**src/rtl/move_executor.sv**
```systemverilog
// rtl/move_executor.sv - turn/pause/drive sequencer for a two-motor differential drive
//
// Runs one move command at a time. A move is a turn of N 15-degree steps,
// then a pause with both motors stopped, then a forward drive of D inches.
// It tracks the heading in 15-degree units (0..23). Every output comes
// straight from a register.
//
// Ports:
//   clock            system clock, rising edge
//   reset            asynchronous, active-high
//   move_command     [11:8] signed turn steps (+ = CCW), [7:0] distance in inches
//   command_valid    move_command is offered this cycle
//   command_ready    high in IDLE; a command is accepted when valid && ready
//   abort            stop the current move and finish through DONE
//   orientation_load load orientation_in (IDLE only)
//   orientation_in   heading to load, 0..23
//   orientation      tracked heading, 0..23
//   motor_left/right {fwd,rev}: 10 forward, 01 reverse, 00 stop
//   busy             high in every state except IDLE
//   done             one-cycle pulse when a move finishes or is aborted
module move_executor #(
    parameter int unsigned CYCLES_PER_STEP = 5400000,
    parameter int unsigned CYCLES_PER_INCH = 2700000,
    parameter int unsigned PAUSE_CYCLES    = 2700000
) (
    input  logic        clock,
    input  logic        reset,
    input  logic [11:0] move_command,
    input  logic        command_valid,
    output logic        command_ready,
    input  logic        abort,
    input  logic        orientation_load,
    input  logic [4:0]  orientation_in,
    output logic [4:0]  orientation,
    output logic [1:0]  motor_left,
    output logic [1:0]  motor_right,
    output logic        busy,
    output logic        done
);

    localparam logic [2:0] S_IDLE  = 3'd0;
    localparam logic [2:0] S_TURN  = 3'd1;
    localparam logic [2:0] S_PAUSE = 3'd2;
    localparam logic [2:0] S_DRIVE = 3'd3;
    localparam logic [2:0] S_DONE  = 3'd4;

    localparam logic [1:0] M_STOP = 2'b00;
    localparam logic [1:0] M_FWD  = 2'b10;
    localparam logic [1:0] M_REV  = 2'b01;

    logic [2:0]  state, state_next;
    logic [31:0] count, count_next;
    logic [11:0] cmd, cmd_next;
    logic [4:0]  orient_next;
    logic [1:0]  left_next, right_next;

    // |turn| * CYCLES_PER_STEP; a turn of -8 has magnitude 8.
    function automatic logic [31:0] step_cycles(input logic [3:0] t);
        logic [3:0] m;
        m = t[3] ? (~t + 4'd1) : t;
        return {28'd0, m} * 32'(CYCLES_PER_STEP);
    endfunction

    function automatic logic [31:0] drive_cycles(input logic [7:0] d);
        return {24'd0, d} * 32'(CYCLES_PER_INCH);
    endfunction

    // The sum lies in -8..30, so a single +/-24 correction is enough.
    function automatic logic [4:0] turn_wrap(input logic [4:0] o, input logic [3:0] t);
        logic signed [6:0] s;
        s = $signed({2'b00, o}) + $signed({{3{t[3]}}, t});
        if (s < 7'sd0)
            s = s + 7'sd24;
        else if (s > 7'sd23)
            s = s - 7'sd24;
        return s[4:0];
    endfunction

    // The counter holds the cycles left in the current state minus one.
    // It reloads on every state entry, and the state exits when it is zero.
    always_comb begin
        state_next  = state;
        count_next  = count;
        cmd_next    = cmd;
        orient_next = orientation;
        case (state)
            S_IDLE: begin
                count_next = 32'd0;
                if (orientation_load)
                    orient_next = orientation_in;
                if (command_valid) begin
                    cmd_next = move_command;
                    if (move_command[11:8] != 4'd0) begin
                        state_next = S_TURN;
                        count_next = step_cycles(move_command[11:8]) - 32'd1;
                    end else if (move_command[7:0] != 8'd0) begin
                        state_next = S_DRIVE;
                        count_next = drive_cycles(move_command[7:0]) - 32'd1;
                    end else begin
                        state_next = S_DONE;
                    end
                end
            end
            S_TURN: begin
                count_next = count - 32'd1;
                if (abort) begin
                    state_next = S_DONE;
                    count_next = 32'd0;
                end else if (count == 32'd0) begin
                    orient_next = turn_wrap(orientation, cmd[11:8]);
                    if (cmd[7:0] != 8'd0) begin
                        state_next = S_PAUSE;
                        count_next = 32'(PAUSE_CYCLES) - 32'd1;
                    end else begin
                        state_next = S_DONE;
                        count_next = 32'd0;
                    end
                end
            end
            S_PAUSE: begin
                count_next = count - 32'd1;
                if (abort) begin
                    state_next = S_DONE;
                    count_next = 32'd0;
                end else if (count == 32'd0) begin
                    state_next = S_DRIVE;
                    count_next = drive_cycles(cmd[7:0]) - 32'd1;
                end
            end
            S_DRIVE: begin
                count_next = count - 32'd1;
                if (abort || count == 32'd0) begin
                    state_next = S_DONE;
                    count_next = 32'd0;
                end
            end
            S_DONE: begin
                state_next = S_IDLE;
                count_next = 32'd0;
            end
            default: begin
                state_next = S_IDLE;
                count_next = 32'd0;
            end
        endcase
    end

    // Motor outputs are decoded from the next state. This lets them
    // change on the same edge as the state they belong to.
    always_comb begin
        left_next  = M_STOP;
        right_next = M_STOP;
        case (state_next)
            S_TURN: begin
                if (cmd_next[11]) begin
                    left_next  = M_FWD;
                    right_next = M_REV;
                end else begin
                    left_next  = M_REV;
                    right_next = M_FWD;
                end
            end
            S_DRIVE: begin
                left_next  = M_FWD;
                right_next = M_FWD;
            end
            default: begin
                left_next  = M_STOP;
                right_next = M_STOP;
            end
        endcase
    end

    always_ff @(posedge clock or posedge reset) begin
        if (reset) begin
            state         <= S_IDLE;
            count         <= 32'd0;
            cmd           <= 12'd0;
            orientation   <= 5'd0;
            motor_left    <= M_STOP;
            motor_right   <= M_STOP;
            busy          <= 1'b0;
            done          <= 1'b0;
            command_ready <= 1'b1;
        end else begin
            state         <= state_next;
            count         <= count_next;
            cmd           <= cmd_next;
            orientation   <= orient_next;
            motor_left    <= left_next;
            motor_right   <= right_next;
            busy          <= (state_next != S_IDLE);
            done          <= (state_next == S_DONE);
            command_ready <= (state_next == S_IDLE);
        end
    end

endmodule

```
**config.mk**
```make
export PLATFORM = sky130hd
export DESIGN_NAME = move_executor
export DESIGN_NICKNAME = d
export VERILOG_FILES = /design/src/rtl/move_executor.sv
export SDC_FILE = /design/constraint.sdc
export NUM_CORES = 1
export LEC_CHECK = 0
export ABC_CLOCK_PERIOD_IN_PS = 15600
export CAP_MARGIN = 20
export CORE_ASPECT_RATIO = 0.5
export CORE_UTILIZATION = 55
export DETAILED_ROUTE_END_ITERATION = 10
export PLACE_DENSITY = 0.8
export SLEW_MARGIN = 15
export SYNTH_ARGS = -nofsm -noshare
export SYNTH_HDL_FRONTEND = slang
export SYNTH_SLANG_ARGS = --single-unit
export TNS_END_PERCENT = 5
```
**constraint.sdc**
```tcl
create_clock -name clock -period 15.6 [get_ports clock]
set_clock_uncertainty 0.05 [all_clocks]
set_input_delay 3.12 -clock clock [delete_from_list [all_inputs] [get_ports clock]]
set_output_delay 3.12 -clock clock [all_outputs]
set_load 0.02 [all_outputs]
```
==> run metrics <==
worst hold start=cmd[10]$_DFFE_PP0P_; Final period util=0.634; number of synthesized flops with an enable pin=0; top cell type's share of synthesized area=0.211; die height=102 µm; kind of critical path=primary input to flop; Synth area leaders=ha_1 21%, dfrtp_1 13%, fa_1 10%, xnor2_1 6.3%, inv_1 5.4%; RSZ-0062 raised after global routing=false; Synth cell types=75; initial core utilization=0.577; clock period minus worst slack=9.89 ns; mapped cell area=10900 µm²; WL final=29300 µm; die area=20400 µm²; Hold Path Depth=2; IO Pins=34; commonest non-fill, non-tap cell in the layout=ha_1; Pre-Repair DR Iteration Count=5; synth warn=0; status=complete, no violations; Synth async-reset ratio=1.00; Core Region=18900 µm²; number of antenna-violating nets in the routed design=0; Hold Crit Class=flop to flop; Via Count=10.0k; Final Cell Area=11800 µm²; Synth Area per Inst=8.14 µm²; reg2reg setup slack=9.21 ns; largest net degree at the start of global routing=60; # DRC=0; register area share after synthesis=0.136; Post-Route Setup TNS=0 ns; CP startpoint=move_command[8]; first-pass GRT wire length=47900 µm; FP Rows=35; most frequent cells in the layout=184 x ha_1, 155 x inv_1, 124 x nand2_1; Worst Path Arrival=10.06 ns; crit-path max FO=13; later-pin clock latency in the skew report=0.33 ns; Worst Hold Path EP=cmd[10]$_DFFE_PP0P_; DRT iter0 DRCs=1017; grt ovf=0; dpl ws=5.52 ns; initial antenna violation count=0; Reg clk slew, reported paths=0.06 ns; postcts setup bufs=0; setup ws final=5.71 ns; clk buf depth=2; post-synthesis register bit count=59; layout cell share with drive strength beyond 1=0.0391; Peak Freq=101 MHz; CTS Hold Bufs=0; main flop type after synthesis=dfrtp_1; IO buf count=33; Worst R2R End=count[26]$_DFF_PP0_; WP data required=15.76 ns; CTS tree=built; placed instance area=11500 µm²; final count of hold timing violations=0; clk sinks=59; Yosys top cell by area=ha_1; Die X=201 µm; r2r startpoint=cmd[6]$_DFFE_PP0P_; Final Setup Violations=0; relative slew slack=0.295; Root Buffer=clkbuf_16; detailed-route wire length per cell=18.1 µm; GRT Util Overall=0.291; CP endpoint kind=flop; Gate Count Post-Synth=1339; DPL Wire Length=23500 µm; Slew Viols, Final=0; htree depth=3; Inserted Clock Buffers=9; element type at the critical path start=primary input; drt via density=6.20; Max-Cap Viols=0; diode count=0; Nets=1614; post-cts resize count=0; vias in the first global route=9670; Synthesized Nets=1601; placer congestion estimate=0.981; area grow syn2layout=8.06%; Worst-Margin Slew=1.05 ns; Worst Reg-to-Reg Cells=18
-- logic make-up after synthesis --
logic type,count (synthesis),share of synthesized area
XOR/XNOR,135,0.108
AO/OA/AOI/OAI,299,0.180
flip-flops,59,0.136
AND/OR/NAND/NOR,405,0.186
multiplexers,11,0.0101
adder cells (fa/ha/maj),240,0.314
buffers and inverters,190,0.0657
-- stage by stage --
| stage | std cells | hold WS, ns | util |
|---|---|---|---|
| after floorplan | 1339 | 0.400 | - |
| after global placement | 1600 | 0.443 | 0.607 |
| after detailed placement | 1600 | 0.446 | 0.607 |
| after global routing | 1616 | 0.495 | 0.624 |
| after CTS | 1616 | 0.460 | 0.624 |
| final | 1616 | 0.457 | 0.624 |
-- synthesized netlist by cell type, types with 8 or more instances --
cell type,instances
a211oi_1,8
a21o_1,23
a21oi_1,80
clkbuf_1,30
dfrtp_1,58
fa_1,56
ha_1,184
inv_1,156
mux2i_1,11
nand2_1,124
nand2b_1,12
nand3_1,33
nand4_1,22
nor2_1,89
nor2b_1,9
nor3_1,30
nor4_1,13
o211ai_1,12
o21ai_0,67
o221ai_1,11
o22ai_1,13
o31ai_1,9
or3_1,11
or4_1,13
xnor2_1,79
xor2_1,56
-- worst max-delay path: stages --
cell,delay [ns]
clkdlybuf4s50_1,0.71
inv_1,0.20
ha_1,0.26
nand2b_1,0.16
xnor2_1,0.82
inv_1,0.28
fa_1,0.49
fa_1,0.49
inv_1,0.04
ha_1,0.41
a21oi_1,0.14
a2111oi_0,0.52
a21oi_1,0.08
o41ai_1,0.65
nand4_1,0.45
nor3_2,0.43
nand2_1,0.12
o211ai_1,0.18
o211ai_1,0.12
a221o_1,0.36
-- registers in the layout, summed over array words and instances (netlist names) --
| name | cells |
|---|---|
| cmd | 12 |
| motor_right | 2 |
| count | 32 |
| orientation | 5 |
| motor_left | 2 |
| busy | 1 |
| done | 1 |
| state | 3 |
| command_ready | 1 |
-- layer usage --
metal	global-route usage	up-vias	share of wire
li1	-	4764	-
met1	0.410	4839	0.47
met2	0.489	372	0.45
met3	0.0270	41	0.067
met4	0.0628	0	0.013
met5	0	-	0
-- cell type report --
type,instances,area (µm²)
Timing Repair Buffer,36,353
Clock buffer,9,225
Multi-Input combinational cell,1090,8710
Inverter,156,586
Tap cell,259,324
Fill cell,1582,7100
Clock inverter,7,100
Sequential cell,59,1480
-- worst max path at each step --
stage	slack [ns]	cells past startpoint	to
2_1_floorplan	7.41	17	count[28]$_DFF_PP0_
3_3_place_gp	5.85	20	count[27]$_DFF_PP0_
3_5_place_dp	5.52	20	count[27]$_DFF_PP0_
4_1_cts	5.87	20	count[27]$_DFF_PP0_
5_1_grt	5.22	20	count[27]$_DFF_PP0_
6_report	5.71	20	count[26]$_DFF_PP0_
Power is not shown: default switching activity piles up to over one toggle a cycle in this logic, so the estimate is an artifact.
